==> src/rtl/std_cache_pkg.sv <==
// rtl/std_cache_pkg.sv - shared data-cache tag type and flush state encoding
package std_cache_pkg;

  // Tag field sized for the widest supported physical address; a given cache
  // configuration only populates the low PLEN-IDX_W-OFF_W bits.
  localparam int unsigned DCACHE_TAG_MAX_W = 56;

  typedef struct packed {
    logic                        valid;
    logic                        dirty;
    logic [DCACHE_TAG_MAX_W-1:0] tag;
  } dcache_tag_t;

  typedef enum logic [2:0] {
    FL_INIT,
    FL_IDLE,
    FL_READ,
    FL_CHECK,
    FL_WB_REQ,
    FL_WB_WAIT,
    FL_INV,
    FL_ACK
  } flush_state_e;

endpackage

==> src/rtl/dcache_flush_unit_if.sv <==
// rtl/dcache_flush_unit_if.sv - tag-read, write-back and invalidate channels of the flush unit
interface dcache_flush_unit_if #(
  parameter int unsigned PLEN     = 56,
  parameter int unsigned NUM_SETS = 256,
  parameter int unsigned NUM_WAYS = 8
);
  import std_cache_pkg::*;

  localparam int unsigned IDX_W = $clog2(NUM_SETS);
  localparam int unsigned WAY_W = $clog2(NUM_WAYS);

  logic             tag_req;
  logic             tag_gnt;
  logic [IDX_W-1:0] tag_index;
  logic [WAY_W-1:0] tag_way;
  dcache_tag_t      tag_rdata;

  logic             wb_req;
  logic             wb_gnt;
  logic             wb_done;
  logic [PLEN-1:0]  wb_addr;
  logic [WAY_W-1:0] wb_way;

  logic             inv_req;
  logic             inv_gnt;
  logic [IDX_W-1:0] inv_index;
  logic [WAY_W-1:0] inv_way;

  // Flush unit side: issues all requests.
  modport master (
    output tag_req, tag_index, tag_way,
    input  tag_gnt, tag_rdata,
    output wb_req, wb_addr, wb_way,
    input  wb_gnt, wb_done,
    output inv_req, inv_index, inv_way,
    input  inv_gnt
  );

  // Cache side: tag array, write-back path and tag write port.
  modport slave (
    input  tag_req, tag_index, tag_way,
    output tag_gnt, tag_rdata,
    input  wb_req, wb_addr, wb_way,
    output wb_gnt, wb_done,
    input  inv_req, inv_index, inv_way,
    output inv_gnt
  );

endinterface

==> src/rtl/flush_line_iter.sv <==
// rtl/flush_line_iter.sv - set/way sweep counter, way inner and set outer
module flush_line_iter #(
  parameter int unsigned IDX_W = 8,
  parameter int unsigned WAY_W = 3
) (
  input  logic             clk_i,
  input  logic             rst_ni,
  input  logic             clr_i,
  input  logic             adv_i,
  output logic [IDX_W-1:0] set_o,
  output logic [WAY_W-1:0] way_o,
  output logic             last_o
);

  localparam int unsigned CNT_W = IDX_W + WAY_W;

  logic [CNT_W-1:0] cnt_d, cnt_q;

  // Way bits sit below set bits, so a plain increment walks every way of a set first.
  always_comb begin
    cnt_d = cnt_q;
    if (clr_i) begin
      cnt_d = '0;
    end else if (adv_i) begin
      cnt_d = cnt_q + CNT_W'(1);
    end
  end

  // Counter register.
  always_ff @(posedge clk_i or negedge rst_ni) begin
    if (!rst_ni) begin
      cnt_q <= '0;
    end else begin
      cnt_q <= cnt_d;
    end
  end

  assign way_o  = cnt_q[WAY_W-1:0];
  assign set_o  = cnt_q[CNT_W-1:WAY_W];
  assign last_o = &cnt_q;

endmodule

==> src/rtl/dcache_flush_unit.sv <==
// rtl/dcache_flush_unit.sv - data-cache flush responder; DCACHE_INIT_SWEEP_EN adds the post-reset invalidate sweep
module dcache_flush_unit
  import std_cache_pkg::*;
#(
  parameter int unsigned PLEN       = 56,
  parameter int unsigned NUM_SETS   = 256,
  parameter int unsigned NUM_WAYS   = 8,
  parameter int unsigned LINE_BYTES = 16
) (
  input  logic                clk_i,
  input  logic                rst_ni,
  input  logic                flush_i,
  output logic                flush_ack_o,
  output logic                busy_o,
  input  logic                cache_init_ni,
  dcache_flush_unit_if.master bus
);

  localparam int unsigned IDX_W = $clog2(NUM_SETS);
  localparam int unsigned WAY_W = $clog2(NUM_WAYS);
  localparam int unsigned OFF_W = $clog2(LINE_BYTES);

  flush_state_e state_d, state_q;
  flush_state_e reset_state;
  logic tag_req_d, tag_req_q;
  logic wb_req_d, wb_req_q;
  logic inv_req_d, inv_req_q;
  logic ack_d, ack_q;
  logic armed_d, armed_q;
  logic [DCACHE_TAG_MAX_W-1:0] tag_d, tag_q;

  logic             iter_clr, iter_adv, iter_last;
  logic             line_done;
  logic [IDX_W-1:0] iter_set;
  logic [WAY_W-1:0] iter_way;

`ifdef DCACHE_INIT_SWEEP_EN
  // cache_init_ni is a strap held steady across reset; it picks the state we wake in.
  assign reset_state = cache_init_ni ? FL_IDLE : FL_INIT;
`else
  logic init_unused;
  assign init_unused = cache_init_ni;
  assign reset_state = FL_IDLE;
`endif

  flush_line_iter #(
    .IDX_W (IDX_W),
    .WAY_W (WAY_W)
  ) u_iter (
    .clk_i  (clk_i),
    .rst_ni (rst_ni),
    .clr_i  (iter_clr),
    .adv_i  (iter_adv),
    .set_o  (iter_set),
    .way_o  (iter_way),
    .last_o (iter_last)
  );

  // Next state and next registered outputs; requests are held until granted.
  always_comb begin
    state_d   = state_q;
    tag_req_d = 1'b0;
    wb_req_d  = 1'b0;
    inv_req_d = 1'b0;
    ack_d     = 1'b0;
    armed_d   = armed_q;
    tag_d     = tag_q;
    iter_clr  = 1'b0;
    iter_adv  = 1'b0;
    line_done = 1'b0;
    case (state_q)
`ifdef DCACHE_INIT_SWEEP_EN
      FL_INIT: begin
        inv_req_d = 1'b1;
        if (inv_req_q && bus.inv_gnt) begin
          if (iter_last) begin
            inv_req_d = 1'b0;
            state_d   = FL_IDLE;
          end else begin
            iter_adv = 1'b1;
          end
        end
      end
`endif
      FL_IDLE: begin
        // A request still high right after ack must drop once before it counts again.
        if (!flush_i) armed_d = 1'b1;
        if (flush_i && armed_q) begin
          iter_clr  = 1'b1;
          tag_req_d = 1'b1;
          state_d   = FL_READ;
        end
      end
      FL_READ: begin
        if (bus.tag_gnt) state_d = FL_CHECK;
        else             tag_req_d = 1'b1;
      end
      FL_CHECK: begin
        tag_d = bus.tag_rdata.tag;
        if (!bus.tag_rdata.valid) begin
          line_done = 1'b1;
        end else if (bus.tag_rdata.dirty) begin
          wb_req_d = 1'b1;
          state_d  = FL_WB_REQ;
        end else begin
          inv_req_d = 1'b1;
          state_d   = FL_INV;
        end
      end
      FL_WB_REQ: begin
        if (bus.wb_gnt) state_d = FL_WB_WAIT;
        else            wb_req_d = 1'b1;
      end
      FL_WB_WAIT: begin
        if (bus.wb_done) begin
          inv_req_d = 1'b1;
          state_d   = FL_INV;
        end
      end
      FL_INV: begin
        if (bus.inv_gnt) line_done = 1'b1;
        else             inv_req_d = 1'b1;
      end
      FL_ACK: begin
        armed_d = 1'b0;
        state_d = FL_IDLE;
      end
      default: state_d = FL_IDLE;
    endcase
    if (line_done) begin
      if (iter_last) begin
        ack_d   = 1'b1;
        state_d = FL_ACK;
      end else begin
        iter_adv  = 1'b1;
        tag_req_d = 1'b1;
        state_d   = FL_READ;
      end
    end
  end

  // State and registered outputs; reset drops every request immediately.
  always_ff @(posedge clk_i or negedge rst_ni) begin
    if (!rst_ni) begin
      state_q   <= reset_state;
      tag_req_q <= 1'b0;
      wb_req_q  <= 1'b0;
      inv_req_q <= 1'b0;
      ack_q     <= 1'b0;
      armed_q   <= 1'b1;
      tag_q     <= '0;
    end else begin
      state_q   <= state_d;
      tag_req_q <= tag_req_d;
      wb_req_q  <= wb_req_d;
      inv_req_q <= inv_req_d;
      ack_q     <= ack_d;
      armed_q   <= armed_d;
      tag_q     <= tag_d;
    end
  end

  assign busy_o      = (state_q != FL_IDLE);
  assign flush_ack_o = ack_q;

  assign bus.tag_req   = tag_req_q;
  assign bus.tag_index = iter_set;
  assign bus.tag_way   = iter_way;
  assign bus.wb_req    = wb_req_q;
  // Truncation keeps the populated tag bits above the set index and line offset.
  assign bus.wb_addr   = PLEN'({tag_q, iter_set, {OFF_W{1'b0}}});
  assign bus.wb_way    = iter_way;
  assign bus.inv_req   = inv_req_q;
  assign bus.inv_index = iter_set;
  assign bus.inv_way   = iter_way;

endmodule

==> src/flat_wrapper.sv <==
// flat-port wrapper written by rule: the top's interface ports become plain ports
module dcache_flush_unit_flat import std_cache_pkg::*;
#(
  parameter int unsigned PLEN       = 56,
  parameter int unsigned NUM_SETS   = 256,
  parameter int unsigned NUM_WAYS   = 8,
  parameter int unsigned LINE_BYTES = 16
)
  (clk_i, rst_ni, flush_i, flush_ack_o, busy_o, cache_init_ni, bus_tag_req, bus_tag_index, bus_tag_way, bus_tag_gnt, bus_tag_rdata, bus_wb_req, bus_wb_addr, bus_wb_way, bus_wb_gnt, bus_wb_done, bus_inv_req, bus_inv_index, bus_inv_way, bus_inv_gnt);
  dcache_flush_unit_if #(.PLEN(PLEN), .NUM_SETS(NUM_SETS), .NUM_WAYS(NUM_WAYS)) bus_i ();
  input  logic clk_i;
  input  logic rst_ni;
  input  logic flush_i;
  output logic flush_ack_o;
  output logic busy_o;
  input  logic cache_init_ni;
  output wire logic [$bits(bus_i.tag_req)-1:0] bus_tag_req;
  output wire logic [$bits(bus_i.tag_index)-1:0] bus_tag_index;
  output wire logic [$bits(bus_i.tag_way)-1:0] bus_tag_way;
  input wire logic [$bits(bus_i.tag_gnt)-1:0] bus_tag_gnt;
  input wire logic [$bits(bus_i.tag_rdata)-1:0] bus_tag_rdata;
  output wire logic [$bits(bus_i.wb_req)-1:0] bus_wb_req;
  output wire logic [$bits(bus_i.wb_addr)-1:0] bus_wb_addr;
  output wire logic [$bits(bus_i.wb_way)-1:0] bus_wb_way;
  input wire logic [$bits(bus_i.wb_gnt)-1:0] bus_wb_gnt;
  input wire logic [$bits(bus_i.wb_done)-1:0] bus_wb_done;
  output wire logic [$bits(bus_i.inv_req)-1:0] bus_inv_req;
  output wire logic [$bits(bus_i.inv_index)-1:0] bus_inv_index;
  output wire logic [$bits(bus_i.inv_way)-1:0] bus_inv_way;
  input wire logic [$bits(bus_i.inv_gnt)-1:0] bus_inv_gnt;
  assign bus_tag_req = bus_i.tag_req;
  assign bus_tag_index = bus_i.tag_index;
  assign bus_tag_way = bus_i.tag_way;
  assign bus_i.tag_gnt = bus_tag_gnt;
  assign bus_i.tag_rdata = bus_tag_rdata;
  assign bus_wb_req = bus_i.wb_req;
  assign bus_wb_addr = bus_i.wb_addr;
  assign bus_wb_way = bus_i.wb_way;
  assign bus_i.wb_gnt = bus_wb_gnt;
  assign bus_i.wb_done = bus_wb_done;
  assign bus_inv_req = bus_i.inv_req;
  assign bus_inv_index = bus_i.inv_index;
  assign bus_inv_way = bus_i.inv_way;
  assign bus_i.inv_gnt = bus_inv_gnt;
  dcache_flush_unit #(.PLEN(PLEN), .NUM_SETS(NUM_SETS), .NUM_WAYS(NUM_WAYS), .LINE_BYTES(LINE_BYTES)) u_core (.clk_i(clk_i), .rst_ni(rst_ni), .flush_i(flush_i), .flush_ack_o(flush_ack_o), .busy_o(busy_o), .cache_init_ni(cache_init_ni), .bus(bus_i));
endmodule
==> config.mk <==
export PLATFORM = sky130hd
export DESIGN_NAME = dcache_flush_unit_flat
export DESIGN_NICKNAME = d
export VERILOG_FILES = /design/src/rtl/std_cache_pkg.sv /design/src/rtl/dcache_flush_unit_if.sv /design/src/rtl/flush_line_iter.sv /design/src/rtl/dcache_flush_unit.sv /design/src/flat_wrapper.sv
export SDC_FILE = /design/constraint.sdc
export NUM_CORES = 1
export LEC_CHECK = 0
export ABC_AREA = 1
export CORE_AREA = 2 2 91 93
export CTS_CLUSTER_SIZE = 30
export DETAILED_ROUTE_END_ITERATION = 8
export DIE_AREA = 0 0 93 95
export HOLD_SLACK_MARGIN = 0.1
export PLACE_DENSITY = 0.86
export SETUP_SLACK_MARGIN = 0.2
export SLEW_MARGIN = 10
export SYNTH_ARGS = -nofsm -noshare
export SYNTH_HDL_FRONTEND = slang
export SYNTH_SLANG_ARGS = --single-unit
==> constraint.sdc <==
create_clock -name clk_i -period 2.1 [get_ports clk_i]
set_clock_uncertainty 0.05 [all_clocks]
set_input_delay 0.315 -clock clk_i [delete_from_list [all_inputs] [get_ports clk_i]]
set_output_delay 0.315 -clock clk_i [all_outputs]
set_load 0.005 [all_outputs]
==> metrics.txt <==
FF+latch count, synth 63; H-tree depth 3; Clk Latency, worst-skew pair 0.33 ns; CTS Sinks 63; RSZ-0062 raised after global routing false; max cap viols 0; Port Buf Inserts 134; DR WL/cell 12.6 um; Row Count 33; DIE AREA 8840 sq um; nets 574; critical path startpoint category register; chip width 93 um; first-pass GRT wire length 12.5 mm; io pins 152; post-synthesis mux area share 0.733%; proportion of layout cells with a drive suffix above 1 7.23%; WL final 7.77 mm; GRT overflow 0; pin count of the biggest net entering global routing 45; 1st-pass router iterations 4; CTS tree built; status finished clean; Non-Filler Instances 617; Final period util 85.9%; worst setup margin 0.297 ns; initial core utilization 38.8%; total CTS buffers 9; Leak Pwr 2.22 nW; complex-gate fraction of the synthesized area 1.14%; hpwl dp 5.67 mm; via count 2832; Ys Warns 0; setup_tns 0 ns; post-synthesis cell type count 22; DP Worst Slack 0.358 ns; VDD IR-drop max 0.418 mV; Die Height 95 um; Layout area overhead 48.7%; fmax 555 MHz; Core Area 7930 sq um; CP Class reg2out; dpl cells 599; Post-Synth XOR/XNOR Area 1.14%; number of global-route vias before repair 2645; Synth Area in Adders 0.407%; largest fanout on the critical path 5; DR DRC count 0; Worst setup EP type primary output; Total GRT Usage 18.0%; Clock Pin Slew Worst Setup and Hold Paths 0.07 ns; post-synthesis cell count 388; register area share after synthesis 51.4%; Via density 4.59; antenna-violating nets left 0; Max Buffers Root-to-Sink 2; Max Slew Vio Count 0; Initial DRC Count 70; clock root buffer clkbuf_8; Final min period 1.80 ns; post-synthesis cell area 3070 sq um; Worst Path Required 1.74 ns; n_diodes 0; initial antenna violation count 0; Worst EP arrival 1.44 ns; GPL Wtd Cong 0.882; post-synthesis simple-gate area fraction 34.0%; largest family of logic cells by synthesized area simple AND/OR/NAND/NOR gates; mean post-synth cell area 7.92 sq um; Pwr Density 1280 nW/um^2; final hold vios 0; setup violators final 0; Hold Path Class reg2reg
==> cells by family after synthesis <==
family | count (synthesis)
buffers and inverters | 58
multiplexers | 1
flip-flops | 63
adder cells (fa/ha/maj) | 1
other | 1
AO/OA/AOI/OAI | 7
XOR/XNOR | 4
AND/OR/NAND/NOR | 253
==> worst paths after layout <==
kind | start | end | slack, ns | depth (start not counted)
setup / recovery | u_core.state_q[0] | busy_o | 0.30 | 4
hold / removal | u_core.tag_q[35] | u_core.tag_q[35] | 0.43 | 2
setup reg to reg | u_core.u_iter.cnt_q[1] | u_core.u_iter.cnt_q[6] | 0.33 | 8
hold reg to reg | u_core.tag_q[35] | u_core.tag_q[35] | 0.43 | 2
max in group asynchronous | rst_ni | u_core.state_q[0] | 1.16 | 3
min in group asynchronous | rst_ni | u_core.tag_q[2] | 0.50 | 3
==> cells in the final DEF, fill, tap and decap left out <==
cell,Yosys,final
clkinv_2,0,2
nor2_1,25,24
nand2_1,190,190
dfrtp_1,61,60
a21oi_1,2,2
xor2_1,4,4
inv_1,19,19
clkbuf_8,0,9
nand3_2,1,1
buf_4,28,8
nand2_2,2,2
o21ai_0,5,5
ha_1,1,1
bufinv_16,0,2
inv_2,1,1
dlygate4sd2_1,0,1
nand3_1,25,25
dfstp_2,2,2
nor3_1,2,2
dlygate4sd3_1,0,1
clkbuf_1,0,1
nand2_4,3,3
nand4_1,4,4
buf_2,9,1
clkdlybuf4s50_1,0,132
clkinvlp_4,0,2
nor2_2,0,1
conb_1,1,4
nor2_8,1,1
mux2i_4,1,1
dfrtp_2,0,1
==> power by group <==
| part | switching [W] | internal, W |
|---|---|---|
| registers | 0.000302 | 0.00174 |
| clock network | 0.000461 | 0.000664 |
| logic | 0.00127 | 0.00143 |
| total | 0.00203 | 0.00383 |
==> layer usage <==
layer	up-vias	track usage [%]	share of wire, %
met5	-	0	0
met4	0	6.74	1.6
met3	12	5.27	7.0
met2	108	31.2	50
met1	1310	21.4	41
li1	1402	-	-
==> critical path: stages (launching register included) <==
cell	delay (ns)
dfstp_2	0.54
inv_1	0.09
nor2_2	0.12
nand2_1	0.09
dlygate4sd2_1	0.27
==> layout make-up <==
type | instances | area (sq um)
repair buffers | 143 | 1410
clock inverters | 6 | 85.1
inverters | 20 | 75.1
multi-input cells | 270 | 1170
fillers | 665 | 3360
flip-flops and latches | 63 | 1580
clock buffers | 10 | 128
well taps | 105 | 131
==> Yosys cell counts, drive strengths merged <==
cell type,number,area share (%)
a21oi,2,0.33
buf,38,8.7
conb,1,0.12
dfrtp,61,50
dfstp,2,1.7
ha,1,0.41
inv,20,2.4
mux2i,1,0.73
nand2,195,25
nand3,26,4.4
nand4,4,0.81
nor2,26,3.7
nor3,2,0.33
o21ai,5,0.81
xor2,4,1.1
==> what timing repair did <==
item,CTS,global route
hold buffers,1,0
endpoints found under the hold margin,61,0
buffers inserted,1,0
gates resized for setup,3,0
endpoints found under the setup margin,1,0
==> registers in the layout, summed over array words and instances (netlist names) <==
name / cells
u_core.tag_q: 44
u_core.armed_q: 1
u_core.u_iter.cnt_q: 11
u_core.bus.wb_req: 1
u_core.bus.inv_req: 1
u_core.state_q: 3
u_core.flush_ack_o: 1
u_core.bus.tag_req: 1
==> through the flow <==
step                      hold WS, ns  instance area [sq um]  total power [W]  utilization [%]
after floorplan               -0.0306                   3080          0.00337                -
after global placement          0.313                   4340          0.00465             54.7
after detailed placement        0.318                   4340          0.00477             54.7
after CTS                       0.437                   4570          0.00593             57.7
after global routing            0.459                   4570          0.00636             57.7
final                           0.432                   4570          0.00586             57.7
(Power assumes the default switching activity.)
